<file path="config.mk">
export PLATFORM = sky130hd
export DESIGN_NAME = led_scan_driver
export DESIGN_NICKNAME = d
export VERILOG_FILES = /design/src/rtl/led_disp_pkg.sv /design/src/rtl/seg_glyph_rom.sv /design/src/rtl/led_scan_driver.sv
export SDC_FILE = /design/constraint.sdc
export NUM_CORES = 1
export LEC_CHECK = 0
export CELL_PAD_IN_SITES_DETAIL_PLACEMENT = 1
export CELL_PAD_IN_SITES_GLOBAL_PLACEMENT = 1
export CORE_MARGIN = 2
export CORE_UTILIZATION = 41
export DETAILED_ROUTE_END_ITERATION = 12
export PLACE_DENSITY = 0.82
export SYNTH_ARGS = -nofsm -noshare
export SYNTH_HDL_FRONTEND = slang
export SYNTH_HIERARCHICAL = 1
export SYNTH_SLANG_ARGS = --single-unit
</file>
<file path="constraint.sdc">
create_clock -name clk -period 2.8 [get_ports clk]
set_input_delay 0.56 -clock clk [delete_from_list [all_inputs] [get_ports clk]]
set_output_delay 0.56 -clock clk [all_outputs]
set_load 0.03 [all_outputs]
</file>
<file path="src/rtl/led_disp_pkg.sv">
// led_disp_pkg: shared 7-segment constants (glyph table, blank code, segment bit positions).
package led_disp_pkg;
  localparam logic [7:0] SEG_BLANK = 8'hFF;
  localparam int SEG_A  = 7;
  localparam int SEG_B  = 6;
  localparam int SEG_C  = 5;
  localparam int SEG_D  = 4;
  localparam int SEG_E  = 3;
  localparam int SEG_F  = 2;
  localparam int SEG_G  = 1;
  localparam int SEG_DP = 0;
  // Active-low {a,b,c,d,e,f,g,dp} patterns for hex 0..F, dp off
  localparam logic [7:0] GLYPH [16] = '{
    8'h03, 8'h9F, 8'h25, 8'h0D, 8'h99, 8'h49, 8'h41, 8'h1F,
    8'h01, 8'h09, 8'h05, 8'hC1, 8'hE5, 8'h85, 8'h61, 8'h71
  };
endpackage

</file>
<file path="src/rtl/seg_glyph_rom.sv">
// seg_glyph_rom: combinational hex digit to active-low segment pattern lookup.
module seg_glyph_rom
  import led_disp_pkg::*;
(
  input  logic [3:0] i_hex,
  output logic [7:0] o_seg
);
  assign o_seg = GLYPH[i_hex];
endmodule

</file>
<file path="src/rtl/led_scan_driver.sv">
// led_scan_driver: multiplexed 7-segment scan driver with frame-synchronous updates.
// Define LED_DIM_EN to add a brightness input and PWM dimming of the anodes.
module led_scan_driver
  import led_disp_pkg::*;
#(
  parameter int NUM_DIGITS  = 8,
  parameter int REFRESH_DIV = 100000,
  parameter int GUARD       = 4
) (
  input  logic                    clk,
  input  logic                    rst_n,
  input  logic [4*NUM_DIGITS-1:0] wr_data,
  input  logic [NUM_DIGITS-1:0]   wr_dp,
  input  logic                    wr_valid,
  output logic                    wr_ready,
  input  logic [NUM_DIGITS-1:0]   digit_en,
  input  logic                    lz_blank,
`ifdef LED_DIM_EN
  input  logic [3:0]              brightness,
`endif
  output logic [NUM_DIGITS-1:0]   an,
  output logic [7:0]              seg,
  output logic                    frame_start
);
  localparam int PW = $clog2(REFRESH_DIV);
  localparam int IW = (NUM_DIGITS > 1) ? $clog2(NUM_DIGITS) : 1;

  logic [PW-1:0]           r_presc;
  logic [IW-1:0]           r_idx;
  logic [4*NUM_DIGITS-1:0] r_act_data, r_pend_data;
  logic [NUM_DIGITS-1:0]   r_act_dp, r_pend_dp;
  logic                    r_ready;
  logic                    w_tc, w_last, w_boundary, w_guard, w_upper_nz, w_show, w_duty;
  logic [3:0]              w_hex;
  logic [7:0]              w_glyph, w_seg;

  assign w_tc       = r_presc == PW'(REFRESH_DIV - 1);
  assign w_last     = r_idx == IW'(NUM_DIGITS - 1);
  assign w_boundary = w_tc && w_last;
  assign w_hex      = r_act_data[4*r_idx +: 4];
  assign wr_ready   = r_ready;

  if (GUARD == 0) begin : g_no_guard
    assign w_guard = 1'b0;
  end else begin : g_guard
    assign w_guard = r_presc < PW'(GUARD);
  end

`ifdef LED_DIM_EN
  logic [3:0] r_pwm;
  always_ff @(posedge clk or negedge rst_n)
    if (!rst_n) r_pwm <= '0;
    else        r_pwm <= r_pwm + 1'b1;
  assign w_duty = r_pwm <= brightness;
`else
  assign w_duty = 1'b1;
`endif

  // A digit is a leading zero only if it and every digit above it are zero
  always_comb begin
    w_upper_nz = 1'b0;
    for (int j = 0; j < NUM_DIGITS; j++)
      if (j >= int'(r_idx) && r_act_data[4*j +: 4] != 4'h0) w_upper_nz = 1'b1;
  end

  assign w_show = digit_en[r_idx] && !(lz_blank && r_idx != '0 && !w_upper_nz);

  seg_glyph_rom u_rom (.i_hex(w_hex), .o_seg(w_glyph));

  always_comb begin
    w_seg         = w_glyph;
    w_seg[SEG_DP] = ~r_act_dp[r_idx];
  end

  always_ff @(posedge clk or negedge rst_n)
    if (!rst_n) begin
      r_presc     <= '0;
      r_idx       <= '0;
      r_act_data  <= '0;
      r_act_dp    <= '0;
      r_pend_data <= '0;
      r_pend_dp   <= '0;
      r_ready     <= 1'b1;
      an          <= '1;
      seg         <= SEG_BLANK;
      frame_start <= 1'b0;
    end else begin
      r_presc <= w_tc ? '0 : r_presc + 1'b1;
      if (w_tc) r_idx <= w_last ? '0 : r_idx + 1'b1;
      // Transfer needs ready=1 and commit needs ready=0, so a same-cycle
      // transfer waits for the following boundary
      if (wr_valid && r_ready) begin
        r_pend_data <= wr_data;
        r_pend_dp   <= wr_dp;
        r_ready     <= 1'b0;
      end else if (w_boundary && !r_ready) begin
        r_act_data <= r_pend_data;
        r_act_dp   <= r_pend_dp;
        r_ready    <= 1'b1;
      end
      an          <= (w_show && !w_guard && w_duty) ? ~(NUM_DIGITS'(1) << r_idx) : '1;
      seg         <= (w_show && !w_guard) ? w_seg : SEG_BLANK;
      frame_start <= r_presc == '0 && r_idx == '0;
    end
endmodule
</file>
==> flow_metrics.tcl <==
set metrics [dict create \
    status "finished clean" \
    n_fill_cell 1315 \
    crit_chain "mux4_2, nand2_1, nand2_1, inv_2, ha_1, nor2_1, a21oi_1, a32o_1, nor4_1, o21ai_0" \
    tns_ps 0 \
    power_mw 4.04 \
    antenna_cells 0 \
    drc 0 \
    grt_pass1_wl_um 21400 \
    io_pins 70 \
    setup-violations-final 0 \
    yosys_warnings 6 \
    crit_path_frequent_cell "nand2_1" \
    initial_utilization_pct 41.4 \
    crit_fanout 8 \
    wire_per_inst_um 19.6 \
    dr.pass1.iters 4 \
    cts.htree.levels 4 \
    ant_nets 0 \
    fmax_ghz 0.386 \
    hold_path_class "input port to asynchronous set/reset pin" \
    reg2reg_slack_ps 210 \
    cap_violations 0 \
    dieArea_sq_um 14200 \
    cp_top_family "simple AND/OR/NAND/NOR gates" \
    cpPeakStageDelay_ps 530 \
    drt_iter0_drc 133 \
    cts_made_buffers 17 \
    via_count 3621 \
    tightest_slew_ps 869 \
    clk_pin_slew_worst_paths_ps 50 \
    ir_drop_mv 0.372 \
    core_area_sq_um 13100 \
    end_kind "flip-flop" \
    grt_util_all_layers_pct 20.1 \
    grt_setup_unrepaired "no" \
    vias_per_cell 5.38 \
    syn_area_sq_um 5420 \
    area_growth_pct 28.0 \
    dp_cells 639 \
    worstSkewPairLatency_ps 420 \
    critPathKind "flip-flop to flip-flop" \
    hold_viol_final 0 \
    grt_max_degree 59 \
    syn-num-nets 469 \
    critPathArrivalTime_ps 2920 \
    crit_slowest_cell "mux4_2" \
    fin_skew_ps 10.2 \
    grt_overflow_total 0 \
    r2r-start "r_idx[0]$_DFFE_PN0N_" \
    fp.dieW_um 119 \
    finalMaxSlewViolations 0 \
    syn_inst 402 \
    die-height_um 119 \
    rows 42 \
    worstSetupStartpointType "flip-flop" \
    cts_sinks 118 \
    nets 551 \
    instances_no_fill 673 \
    cts.path.max_buffers 2 \
    clockRootBuffer "clkbuf_16" \
    worstRegToRegCells 10 \
    hpwl_um 9450 \
    critical_path_required_ps 3130 \
    antenna_found_initial 0 \
    slew_headroom_pct 42.0 \
    drive_gt1_share_pct 31.4 \
    r2r_end "seg[6]$_DFF_PN1_" \
    wl_um 13200 \
    p_per_area_nw_per_um2 582 \
    grt_pass1_vias 4000 \
    whs_ps 243 \
    ctsHoldBuffers 0 \
    port_buffers 69 \
    gp_congestion 0.806 \
    leakage_nw 3.22 \
    period_share_pct 92.5 \
    syn_area_per_cell_sq_um 13.5 \
    cts_tree "done" \
    path_buf_inv 1 \
    fin_crit_ps 2590 \
]
-- sequential cells by signal, summed over array words and instances (netlist names) --
signal,count
an,8
frame_start,1
r_act_data,32
r_act_dp,8
r_idx,3
r_pend_data,32
r_pend_dp,8
r_presc,17
seg,8
wr_ready,1
-- cell usage in the layout (no fill, tap or decap), drive strengths merged, types with 2 or more instances in the layout --
cell             n
mux2            83
o21ai           13
o31ai            2
nand4            6
and4             6
nor4            12
a21oi            4
nand3           12
o41ai            3
nand2           26
nor2b            2
nor2            13
clkinvlp         2
nor3             5
clkdlybuf4s50   68
mux2i            3
nand2b           3
clkinv           5
bufinv           3
or4              4
xnor2            5
mux4            13
xor2             8
clkbuf          22
inv             10
ha              15
dfrtp          101
dfstp           17
buf             15
o211ai           3
o2111ai          2
-- stage by stage --
| stage | instance area (sq um) | setup WS [ps] | utilization [%] |
|---|---|---|---|
| floorplan | 5420 | 16.6 | - |
| global placement | 6320 | 193 | 48.3 |
| detailed placement | 6320 | 18.3 | 48.3 |
| CTS | 6920 | 119 | 52.9 |
| global route | 6940 | 1.60 | 53.0 |
| finish | 6940 | 211 | 53.0 |
-- how the worst max path moves through the flow --
stage,start,endpoint,slack (ps),depth (start not counted)
2_1_floorplan,r_idx[0]$_DFFE_PN0N_,seg[2]$_DFF_PN1_,20,11
3_3_place_gp,r_idx[0]$_DFFE_PN0N_,seg[2]$_DFF_PN1_,190,9
3_5_place_dp,r_idx[0]$_DFFE_PN0N_,seg[6]$_DFF_PN1_,20,10
4_1_cts,r_idx[0]$_DFFE_PN0N_,seg[6]$_DFF_PN1_,120,10
5_1_grt,r_idx[0]$_DFFE_PN0N_,seg[6]$_DFF_PN1_,2,10
6_report,r_idx[0]$_DFFE_PN0N_,seg[6]$_DFF_PN1_,210,10
-- power breakdown --
part	switching (mW)	internal, mW
Combinational	0.0668	0.0798
Clock	0.737	1.43
Sequential	0.00189	1.72
Total	0.805	3.23
-- layer usage --
layer | global-route usage (%) | vias to the layer above | routed length, um
met5 | 0 | - | 0
met4 | 7.51 | 0 | 170
met3 | 4.69 | 14 | 485
met2 | 34.8 | 84 | 6920
met1 | 24.4 | 1883 | 5610
li1 | - | 1640 | -
-- what timing repair did --
action | in CTS | in global routing
hold endpoints to repair | 0 | 0
pin swaps | 0 | 0
setup buffers | 0 | 2
resized for setup | 1 | 3
setup endpoints to repair | 2 | 2
-- area by class of cell --
cell class                      instances  area, sq um  share of cell area [%]
Timing Repair Buffer                   83          818                    11.8
Clock buffer                           22          464                    6.69
Sequential cell                       118         2980                    42.9
Clock inverter                         10          130                    1.88
Tap cell                              176          220                    3.17
Multi-Input combinational cell        254         2290                    33.0
Inverter                               10         37.5                   0.541
-- worst reg2reg max path, stage by stage, from the launching register on --
cell and delay [ps]:
dfrtp_2 480, mux4_2 530, nand2_1 80, nand2_1 170
inv_2 160, ha_1 250, nor2_1 170, a21oi_1 70
a32o_1 230, nor4_1 250, o21ai_0 130
(Power assumes the default switching activity.)
